==> config.mk <==
export PLATFORM = sky130hd
export DESIGN_NAME = pcpi_result_serializer
export DESIGN_NICKNAME = d
export VERILOG_FILES = /design/src/rtl/pcpi_result_serializer_pkg.sv /design/src/rtl/pcpi_result_serializer_sync_2ff.sv /design/src/rtl/pcpi_result_serializer.sv
export SDC_FILE = /design/constraint.sdc
export NUM_CORES = 1
export LEC_CHECK = 0
export ABC_AREA = 1
export CORE_ASPECT_RATIO = 2
export CORE_MARGIN = 4
export CORE_UTILIZATION = 45
export CTS_CLUSTER_DIAMETER = 200
export DETAILED_ROUTE_END_ITERATION = 12
export GPL_TIMING_DRIVEN = 0
export HOLD_SLACK_MARGIN = 0.15
export PLACE_DENSITY = 0.75
export RECOVER_POWER = 25
export SYNTH_ARGS = -nofsm -noshare
export SYNTH_HDL_FRONTEND = slang
export SYNTH_SLANG_ARGS = --single-unit
export TNS_END_PERCENT = 5
==> constraint.sdc <==
create_clock -name clk -period 1.4 [get_ports clk]
set_input_delay 0.21 -clock clk [delete_from_list [all_inputs] [get_ports clk]]
set_output_delay 0.21 -clock clk [all_outputs]
set_load 0.03 [all_outputs]
==> src/rtl/pcpi_result_serializer_pkg.sv <==
// Shared definitions for the nibble-serial host link (loader and result side).
// Latency: n/a (constants and types only).
// Backpressure: n/a.
package pcpi_result_serializer_pkg;

  // Width of one host-link nibble. Nibble 0 always carries bits [3:0].
  localparam int NIBBLE_W = 4;

  typedef enum logic [1:0] {
    IDLE     = 2'b00,
    SEND     = 2'b01,
    WAIT_LOW = 2'b10
  } ser_state_t;

endpackage : pcpi_result_serializer_pkg

==> src/rtl/pcpi_result_serializer_sync_2ff.sv <==
// Two-flop synchronizer for one asynchronous pin into the clk domain.
// Latency: 2 clk edges from pin change to q_o.
// Backpressure: none; the pin is sampled every cycle.
// Ports: clk_i, rst_ni (async active-low, clears both flops), d_i (async pin), q_o (synchronized).
module sync_2ff (
  input  logic clk_i,
  input  logic rst_ni,
  input  logic d_i,
  output logic q_o
);

  logic meta_q;
  logic sync_q;

  always_ff @(posedge clk_i or negedge rst_ni) begin
    if (!rst_ni) begin
      meta_q <= 1'b0;
      sync_q <= 1'b0;
    end else begin
      meta_q <= d_i;
      sync_q <= meta_q;
    end
  end

  assign q_o = sync_q;

endmodule : sync_2ff

==> src/rtl/pcpi_result_serializer.sv <==
// Captures a PCPI write-back result and returns it to the host one nibble at a time.
// Latency: out_valid rises the cycle after capture; each nibble costs >= 6 cycles of 4-phase handshake.
// Backpressure: busy holds off the loader; a result arriving while busy is dropped and flags overrun.
// Ports: clk, rst_n (async active-low); pcpi_ready/pcpi_wr/pcpi_rd (write-back capture);
//        host_ack (async host pin); out_nibble/out_valid (host data), busy, done (1-cycle pulse), overrun (sticky).
module pcpi_result_serializer
  import pcpi_result_serializer_pkg::*;
#(
  parameter int DATA_W  = 32,  // must equal NIBBLES*NIBBLE_W
  parameter int NIBBLES = 8
) (
  input  logic              clk,
  input  logic              rst_n,
  input  logic              pcpi_ready,
  input  logic              pcpi_wr,
  input  logic [DATA_W-1:0] pcpi_rd,
  input  logic              host_ack,
  output logic [3:0]        out_nibble,
  output logic              out_valid,
  output logic              busy,
  output logic              done,
  output logic              overrun
);

  localparam int CNT_W = (NIBBLES > 1) ? $clog2(NIBBLES) : 1;
  localparam logic [CNT_W-1:0] LAST_CNT = CNT_W'(NIBBLES - 1);

  ser_state_t              state_q, state_d;
  logic [DATA_W-1:0]       shreg_q, shreg_d;
  logic [CNT_W-1:0]        count_q, count_d;
  logic [NIBBLE_W-1:0]     out_nibble_q, out_nibble_d;
  logic                    out_valid_q, out_valid_d;
  logic                    done_q, done_d;
  logic                    overrun_q, overrun_d;
  logic                    ack_s;
  logic                    cap;

  // The raw host pin is only ever seen through the synchronizer.
  sync_2ff u_ack_sync (
    .clk_i  (clk),
    .rst_ni (rst_n),
    .d_i    (host_ack),
    .q_o    (ack_s)
  );

  assign cap = pcpi_ready & pcpi_wr;

  always_comb begin
    state_d      = state_q;
    shreg_d      = shreg_q;
    count_d      = count_q;
    out_nibble_d = out_nibble_q;
    out_valid_d  = out_valid_q;
    done_d       = 1'b0;
    // Any capture outside IDLE (including the edge leaving WAIT_LOW) is a drop.
    overrun_d    = overrun_q | (cap & (state_q != IDLE));

    unique case (state_q)
      IDLE: begin
        if (cap) begin
          shreg_d      = pcpi_rd;
          out_nibble_d = pcpi_rd[NIBBLE_W-1:0];
          count_d      = '0;
          out_valid_d  = 1'b1;
          state_d      = SEND;
        end
      end
      SEND: begin
        out_valid_d = 1'b1;
        if (ack_s) begin
          out_valid_d = 1'b0;
          state_d     = WAIT_LOW;
        end
      end
      WAIT_LOW: begin
        if (!ack_s) begin
          if (count_q == LAST_CNT) begin
            // Last nibble released: out_nibble keeps its final value.
            state_d = IDLE;
            done_d  = 1'b1;
          end else begin
            // The next nibble is loaded on the same edge out_valid rises,
            // so the data is never seen changing under a valid strobe.
            count_d      = count_q + CNT_W'(1);
            shreg_d      = shreg_q >> NIBBLE_W;
            out_nibble_d = shreg_q[2*NIBBLE_W-1:NIBBLE_W];
            out_valid_d  = 1'b1;
            state_d      = SEND;
          end
        end
      end
      default: begin
        state_d     = IDLE;
        out_valid_d = 1'b0;
      end
    endcase
  end

  always_ff @(posedge clk or negedge rst_n) begin
    if (!rst_n) begin
      state_q      <= IDLE;
      shreg_q      <= '0;
      count_q      <= '0;
      out_nibble_q <= '0;
      out_valid_q  <= 1'b0;
      done_q       <= 1'b0;
      overrun_q    <= 1'b0;
    end else begin
      state_q      <= state_d;
      shreg_q      <= shreg_d;
      count_q      <= count_d;
      out_nibble_q <= out_nibble_d;
      out_valid_q  <= out_valid_d;
      done_q       <= done_d;
      overrun_q    <= overrun_d;
    end
  end

  assign out_nibble = out_nibble_q;
  assign out_valid  = out_valid_q;
  assign busy       = (state_q != IDLE);
  assign done       = done_q;
  assign overrun    = overrun_q;

endmodule : pcpi_result_serializer

; After elaboration in Yosys (flattened, before gate mapping)
; Cells that the tools add are included.
[totals]
regBits = 46
input_bits = 37
[op_classes]
add_sub_neg = 1
eq_ne = 7
n_mux = 25
bitwise = 3
reduce_logical = 6
[op_table]
columns = op, n
row1 = 32-bit 2-to-1 mux, 3
row2 = 32-bit one-hot mux with 2 select lines, 1
row3 = 4-bit 2-to-1 mux, 3
row4 = 3-bit 2-to-1 mux, 3
row5 = 1-bit 2-to-1 mux, 8
row6 = 4-bit one-hot mux with 2 select lines, 1
row7 = 2-bit 2-to-1 mux, 3
row8 = "2-bit != test, second input constant", 3
row9 = 2-bit one-hot mux with 3 select lines, 1
row10 = 3-bit one-hot mux with 2 select lines, 1
row11 = 3-bit AND reduction, 2
row12 = 4-bit AND reduction, 1
row13 = 2-bit nonzero test, 2
row14 = "3-bit by 1-bit adder with 3-bit output, second input constant", 1
row15 = "3-bit == test, second input constant", 1
row16 = 1-bit one-hot mux with 3 select lines, 1
row17 = 1-bit bitwise AND, 2
row18 = "2-bit by 1-bit == test with 1-bit output, second input constant", 1
row19 = "2-bit == test, second input constant", 1
row20 = 2-bit zero test, 1
row21 = "2-bit by 1-bit != test with 1-bit output, second input constant", 1
row22 = 1-bit bitwise OR, 1

; Longest topological paths before layout
; Gate-level depths: netlist of the first run.
[depth]
ltp_word = 4
ltp_mapped = 9
mapped_depth_nobuf = 8

; Modules after synthesis
; A second synthesis of the first run with hierarchy kept.
[unflattened]
cells_unflattened = 289
hier_area_um2 = 2152.1
[by_module_without_submodules]
columns = mod, instances, cells_each, area_per_inst_um2, seq_area_each_um2
row1 = pcpi_result_serializer, 1, 287, 2102.0, 1001.0
row2 = sync_2ff, 1, 2, 50.0, 50.0

; Worst setup path after synthesis of the first run
; OpenSTA, ideal clock, no wires.
[synth_path]
path_kind = flip-flop to flip-flop
startpoint = register count_q[0]
endpoint = register count_q[0]
setup_ps = 116
arrival_time_ps = 1364
required_time_ps = 1284
slack_ps = -81
path_stages_with_launch = 10
n_path_buf = 1
synth_period_minus_slack_ps = 1481
cell_sequence = dfrtp_1 > ha_1 > ha_1 > nand2_1 > nand2_2 > inv_1 > nand3_4 > buf_2 > nand2_1 > nand2_1
[synth_between]
elab_chain_cells = 4
elab_cells_between_ends = 7
classes_between = add/sub: 1 / eq/ne: 2 / mux: 3 / reduce/logical: 1
[synth_lines]
columns = element, line_no
row1 = from (decl), pcpi_result_serializer.sv:30  ; logic [CNT_W-1:0] count_q, count_d;
row2 = from (signal assigned), pcpi_result_serializer.sv:111  ; count_q <= count_d;
row3 = 3-bit by 1-bit adder with 3-bit output, pcpi_result_serializer.sv:84  ; count_d = count_q + CNT_W'(1);
row4 = 3-bit 2-to-1 mux, pcpi_result_serializer.sv:77  ; if (count_q == LAST_CNT) begin
row5 = 3-bit 2-to-1 mux, pcpi_result_serializer.sv:76  ; if (!ack_s) begin
row6 = 3-bit one-hot mux with 2 select lines, pcpi_result_serializer.sv:58  ; unique case (state_q)
; Several ways; a longest one is shown, not always the timed one. The select of a mux whose other input is x is not followed.
; A chain may end at the register's enable or synchronous reset.

; Worst setup path after layout of the first run
[layout_path]
startpoint = register count_q[1]
endpoint = register shreg_q[24]
[layout_between]
elab_chain_cells = 3
[layout_lines]
columns = element, line_no
row1 = 3-bit == test, pcpi_result_serializer.sv:77
row2 = 2-bit != test (no line), -
row3 = 4-bit AND reduction (no line), -
row4 = to (signal assigned), pcpi_result_serializer.sv:110  ; shreg_q <= shreg_d;
row5 = to (decl), pcpi_result_serializer.sv:29  ; logic [DATA_W-1:0] shreg_q, shreg_d;
; Every way passes these cells.

==> results of run 1 <==
layout by cell type (no fill, tap or decap):
master             n
o21bai_1           1
nor2_4             2
clkdlybuf4s15_2    1
ha_4               1
clkdlybuf4s50_1   34
dlygate4sd3_1      2
nand3_4            1
a21oi_1            1
inv_2              2
o21a_1             1
nor2_8             1
ha_2               1
nand3_1            3
buf_4             11
clkbuf_1           2
dfrtp_1           40
dlygate4sd2_1      3
clkinv_2           1
buf_6              5
buf_2              6
clkbuf_8           6
nand2_2            4
buf_8              1
nand2_1          189
inv_1             10
nor2_1             9
nand3_2            1
dfrtp_2            2
nand2_4            2
registers in the layout, indices dropped and copies added (netlist names):
signal and flops:
shreg_q 32, count_q 3, state_q 2, done 1, out_valid 1, overrun 1, u_ack_sync.meta_q 1, u_ack_sync.q_o 1
critical path, cell delays in order (launching register included):
cell and delay [ns]:
dfrtp_1 0.39, ha_2 0.20, ha_4 0.17, nand2_4 0.07
nand2_4 0.06, inv_2 0.07, nand3_4 0.10, buf_4 0.18
nand2_1 0.05, nand2_1 0.06
area by class of cell:
type	count	area, µm²
multi-input combinational	217	936
fill	411	1650
buffer	16	131
sequential	42	1050
inverter	12	45.0
clock buffer	7	86.3
tap	54	67.6
clock inverter	1	5.00
timing repair buffer	48	454
worst max-delay path by stage:
stage	start	endpoint	slack, ns
after floorplan	count_q[0]	count_q[0]	0.0001
after global placement	rst_n	shreg_q[1]	-0.97
after detailed placement	count_q[0]	shreg_q[11]	-0.15
after CTS	count_q[1]	shreg_q[11]	-0.11
after global routing	count_q[1]	shreg_q[16]	-0.14
final	count_q[1]	shreg_q[24]	-0.07
per-stage QoR:
stage	worst slack [ns]	hold slack [ns]	power [W]	instances	utilization, %
after floorplan	0.000144	-0.0856	0.00402	287	-
after detailed placement	-0.148	0.0972	0.00481	386	59.8
after CTS	-0.110	0.313	0.00566	395	62.6
after global routing	-0.136	0.375	0.00618	397	62.8
final	-0.0700	0.359	0.00569	397	62.8
after global placement	-0.973	0.334	0.00475	385	59.5
power by group through the flow:
stage | Sequential (W) | Clock [W] | Combinational [W]
final | 0.00209 | 0.000812 | 0.00279
after global routing | 0.00215 | 0.000877 | 0.00315
after CTS | 0.00208 | 0.000826 | 0.00275
after detailed placement | 0.00208 | 0 | 0.00274
after global placement | 0.00207 | 0 | 0.00269
after floorplan | 0.00202 | 0 | 0.00200
logic make-up after synthesis:
family	after synthesis	share of synthesized area, %
adder cells (fa/ha/maj)	2	1.19
flip-flops	42	50.0
AND/OR/NAND/NOR	212	40.5
AO/OA/AOI/OAI	3	0.953
buffers and inverters	28	7.33
repair_timing:
item	in CTS	in global routing
pin swaps	5	0
setup buffers	0	2
cloned	0	0
resized for setup	18	4
endpoints found under the setup margin	41	37
hold endpoints to repair	42	0
hold buffers	1	0
routing by layer:
layer / track usage [%] / vias to the layer above
met1: 19.6 / 858
li1: - / 957
met3: 3.21 / 5
met4: 6.11 / 0
met2: 31.1 / 34
met5: 0 / -
==> flow_summary.yaml, run 1 <==
synthesis:
  yosysSeqAreaShare_pct: 50.0
  synthTopCellsByCount: "nand2_1, dfrtp_1, inv_1"
  netlist_area_um2: 2100
  yosysTopAreaCellShare_pct: 50.0
  synth_edf_count: 0
  yosysWarnings: 0
  synthDistinctLibCells: 18
  synthCells: 287
  ys_ff_latch: 42
  async_flop_share_pct: 100
  synthFlopType: "dfrtp_1"
  syn_nets: 326
  yosysMostFrequentCell: "nand2_1"
  syn_area_per_cell_um2: 7.32
  yosysTopAreaCell: "dfrtp_1"
  synth.area.top_cells: "dfrtp_1, nand2_1, buf_2, inv_1, nor2_1"
critical_path:
  r2r_slack_ns: -0.07
  r2r-end: "shreg_q[24]"
  r2r_cells: 9
  rr_startpoint: "count_q[1]"
  arrival_ns: 1.65
  required_ns: 1.58
  critPathLaunchType: "register"
  worstSetupPathType: "register to register"
  endpoint_kind: "register"
  path_max_fanout: 5
power_and_ir_drop:
  p_leak_nw: 1.53
  irDropWorstVdd_v: 0.00115
  power_density_nw_per_um2: 2050
  clockPowerShare_pct: 14.3
  switchingPower_w: 0.00241
  internal-power_w: 0.00328
  seqPwrFrac_pct: 36.7
  p_sw_share_pct: 42.4
  power_frac_comb_pct: 49.0
sta:
  worst_slack_ns: -0.0700
  hold_violations: 0
  relSlewSlack_pct: 62.2
  finalMaxSlewViolations: 0
  fin_crit_sh_pct: 105
  worst_slew_pin_slew_ns: 0.567
  tns_ns: -1.65
  fmax_ghz: 0.680
  finalSetupViolations: 35
  clock_skew_ns: 0.00575
  rsz0062_at_grt: "yes"
  period_needed_ns: 1.47
detailed_routing:
  dr_wl_met2_um: 2580
  drt_pre_antenna_iters: 4
  vias: 1854
  maxUsedRoutingLayer: "met4"
  route.detailed.wl_per_inst_um: 12.0
  wl_met3_um: 173
  wl_met1_um: 1940
  wirelength_um: 4770
  via_per_inst: 4.67
  route.detailed.drc: 0
  drt-initial-drc-count: 36
  postRouteAntennaNets: 0
worst_hold_path:
  holdCritStartpoint: "u_ack_sync.meta_q"
  holdPathEnd: "u_ack_sync.q_o"
  min_path_type: "register to register"
  hold_path_depth: 0
floorplan:
  core_area_um2: 4420
  ioPinCount: 45
  dieWidth_um: 56.3
  num_rows: 34
  start_util_pct: 47.5
  die_area_um2: 5890
  die_h_um: 105
layout:
  final_area_um2: 2780
  final_layout_size_suffix_gt1_share_pct: 14.0
  nNetsFinal: 381
  diodes: 0
  area_growth_pct: 32.3
placed_design:
  place_hpwl_um: 3440
  postPlaceCellArea_um2: 2650
  portBuffers: 44
  gp_congestion: 0.744
clock_tree:
  cts-root-buf: "clkbuf_8"
  tritoncts: "yes"
  clkTransAtPathRegs_ns: 0.08
  clk_latency_ns: 0.29
  clock_path_buffers: 2
  cts_buffers: 5
  cts.htree.levels: 2
  clock-sinks: 42
outcome:
  outcome: "complete, but fails checks"
  violations: "negative setup slack"
global_routing:
  grt_max_degree: 34
  grt_pass1_vias: 1747
  track_usage_pct: 17.2
  grt_overflow: 0
  grt_pass1_wl_um: 8130
  antenna_found_initial: 0
flow_run:
  max_cap_viol_count: 0
Note: power is estimated with default switching activity, not from simulation.
==> run 2: changes to the inputs <==
--- a/config.mk
+++ b/config.mk
@@ -11,7 +11,7 @@
 export CORE_UTILIZATION = 45
 export CTS_CLUSTER_DIAMETER = 200
 export DETAILED_ROUTE_END_ITERATION = 12
-export GPL_TIMING_DRIVEN = 0
+export GPL_TIMING_DRIVEN = 1
 export HOLD_SLACK_MARGIN = 0.15
 export PLACE_DENSITY = 0.75
 export RECOVER_POWER = 25
==> run 2 against run 1 <==
Net effect: register-to-register slack gained 0.04 ns; the run still ends with negative setup slack left; first-iteration DRC count shrank 64%; clock power shrank 0.9%; worst hold slack gained 0.0011 ns.
==> flow_summary.yaml, run 2 (synthesis gave the netlist of run 1 again) <==
outcome:
  outcome: "complete, but fails checks"
  violations: "negative setup slack"
clock_tree:
  clk_latency_ns: 0.29
  tritoncts: "yes"
  cts_buffers: 5
  postCtsSetupRepairBufs: 0
  cts.htree.levels: 2
  clock_path_buffers: 2
  clkTransAtPathRegs_ns: 0.08
  clock-sinks: 42
  cts-root-buf: "clkbuf_8"
sta:
  fmax_ghz: 0.697
  relSlewSlack_pct: 61.6
  period_needed_ns: 1.43
  fin_crit_sh_pct: 102
  hold_violations: 0
  finalSetupViolations: 35
  worst_slack_ns: -0.0338
  finalMaxSlewViolations: 0
  rsz0062_at_grt: "yes"
  tns_ns: -0.585
  worst_slew_pin_slew_ns: 0.576
  clock_skew_ns: 0.00919
detailed_routing:
  drt-initial-drc-count: 13
  drt_pre_antenna_iters: 5
  via_per_inst: 4.70
  wirelength_um: 4490
  postRouteAntennaNets: 0
  route.detailed.wl_per_inst_um: 11.6
  vias: 1820
  route.detailed.drc: 0
critical_path:
  cpMaxStageDelayCell: "dfrtp_1"
  path_max_fanout: 35
  startpoint: "count_q[0]"
  required_ns: 1.59
  critPathLaunchType: "register"
  r2r_cells: 9
  rr_startpoint: "count_q[0]"
  path_cells: "ha_2 -> ha_4 -> nand2_4 -> nand2_4 -> inv_4 -> nand3_4 -> buf_12 -> nand2_1 -> nand2_1"
  endpoint_kind: "register"
  r2r_slack_ns: -0.03
  cpPeakStageDelay_ns: 0.40
  worstSetupPathType: "register to register"
  arrival_ns: 1.62
  r2r-end: "shreg_q[22]"
layout:
  largest_reg_flops: 32
  nNetsFinal: 371
  area_growth_pct: 31.1
  final_core_util_pct: 62.3
  final_common_cell: "nand2_1"
  layout.cells.non_filler: 387
  layout_common_cells: "nand2_1, dfrtp_1, clkdlybuf4s50_1"
  diodes: 0
  final_layout_size_suffix_gt1_share_pct: 9.61
  num-fill-cells: 414
  final_area_um2: 2760
  biggestRegsByFlops: "shreg_q: 32 flops, count_q: 3 flops, state_q: 2 flops"
  regMostFlops: "shreg_q"
placed_design:
  portBuffers: 44
  gp_congestion: 0.761
  postPlaceCellArea_um2: 2630
  place_hpwl_um: 3150
  place_ws_ns: -0.0732
  dp_cells: 378
floorplan:
  die_h_um: 105
  num_rows: 34
  core_area_um2: 4420
  die_area_um2: 5890
  dieWidth_um: 56.3
  start_util_pct: 47.5
  ioPinCount: 45
power_and_ir_drop:
  irDropWorstVdd_v: 0.00154
  power_density_nw_per_um2: 2020
  p_leak_nw: 1.51
global_routing:
  antenna_found_initial: 0
  grt_pass1_wl_um: 7650
  grt_overflow: 0
  track_usage_pct: 16.2
  grt_max_degree: 43
  grt_pass1_vias: 1789
worst_hold_path:
  min_path_type: "register to register"
  hold_path_depth: 0
  holdCritStartpoint: "u_ack_sync.meta_q"
  holdPathEnd: "u_ack_sync.q_o"
flow_run:
  max_cap_viol_count: 0
[run 2: cell types whose count changed in the layout (fill, tap and decap cells not counted), sizes merged]
cell	delta
buf	-14
clkbuf	-1
clkinvlp	+1
dlygate4sd2	+4
[run 2: critical path, delay by kind of cell (launching register included)]
family        cells  cell delay [ns]
flops             1             0.40
fa+ha+maj         2             0.37
buf+inv           2             0.23
simple gates      5             0.33
[run 2: what timing repair did]
action,in CTS,in global routing
hold endpoints to repair,42,0
pin swaps,4,0
hold buffers,1,0
endpoints found under the setup margin,43,36
cloned,0,0
resized for setup,11,5
[run 2: per-stage QoR]
step	hold WS, ns	total power [W]
2_1_floorplan	-0.0856	0.00402
3_3_place_gp	0.308	0.00475
3_5_place_dp	0.309	0.00483
4_1_cts	0.346	0.00561
5_1_grt	0.369	0.00607
6_report	0.360	0.00558
[run 2: cell type report]
cell class / count / area, µm² / area share [%]
inverter: 12 / 47.5 / 1.73
clock inverter: 2 / 12.5 / 0.454
tap: 54 / 67.6 / 2.45
clock buffer: 6 / 82.6 / 3.00
timing repair buffer: 54 / 568 / 20.6
multi-input combinational: 217 / 926 / 33.6
sequential: 42 / 1050 / 38.1
[run 2: power by group]
| group | switching [W] | internal (W) | total, W |
|---|---|---|---|
| clock network | 0.000408 | 0.000396 | 0.000805 |
| registers | 0.000279 | 0.00174 | 0.00202 |
| logic | 0.00167 | 0.00109 | 0.00276 |
| total | 0.00235 | 0.00322 | 0.00558 |
[run 2: worst max-delay path by stage]
stage / to / slack, ns
after global placement: shreg_q[12] / -0.05
final: shreg_q[22] / -0.03
after detailed placement: shreg_q[12] / -0.07
after global routing: shreg_q[3] / -0.11
after floorplan: count_q[0] / 0.0001
after CTS: shreg_q[22] / -0.08
[run 2: layer usage]
metal	wire (µm)	track usage (%)	vias to the layer above
met5	0	0	-
met4	85	5.94	0
met3	195	3.21	7
met2	2450	30.8	39
met1	1750	16.9	841
li1	-	-	933
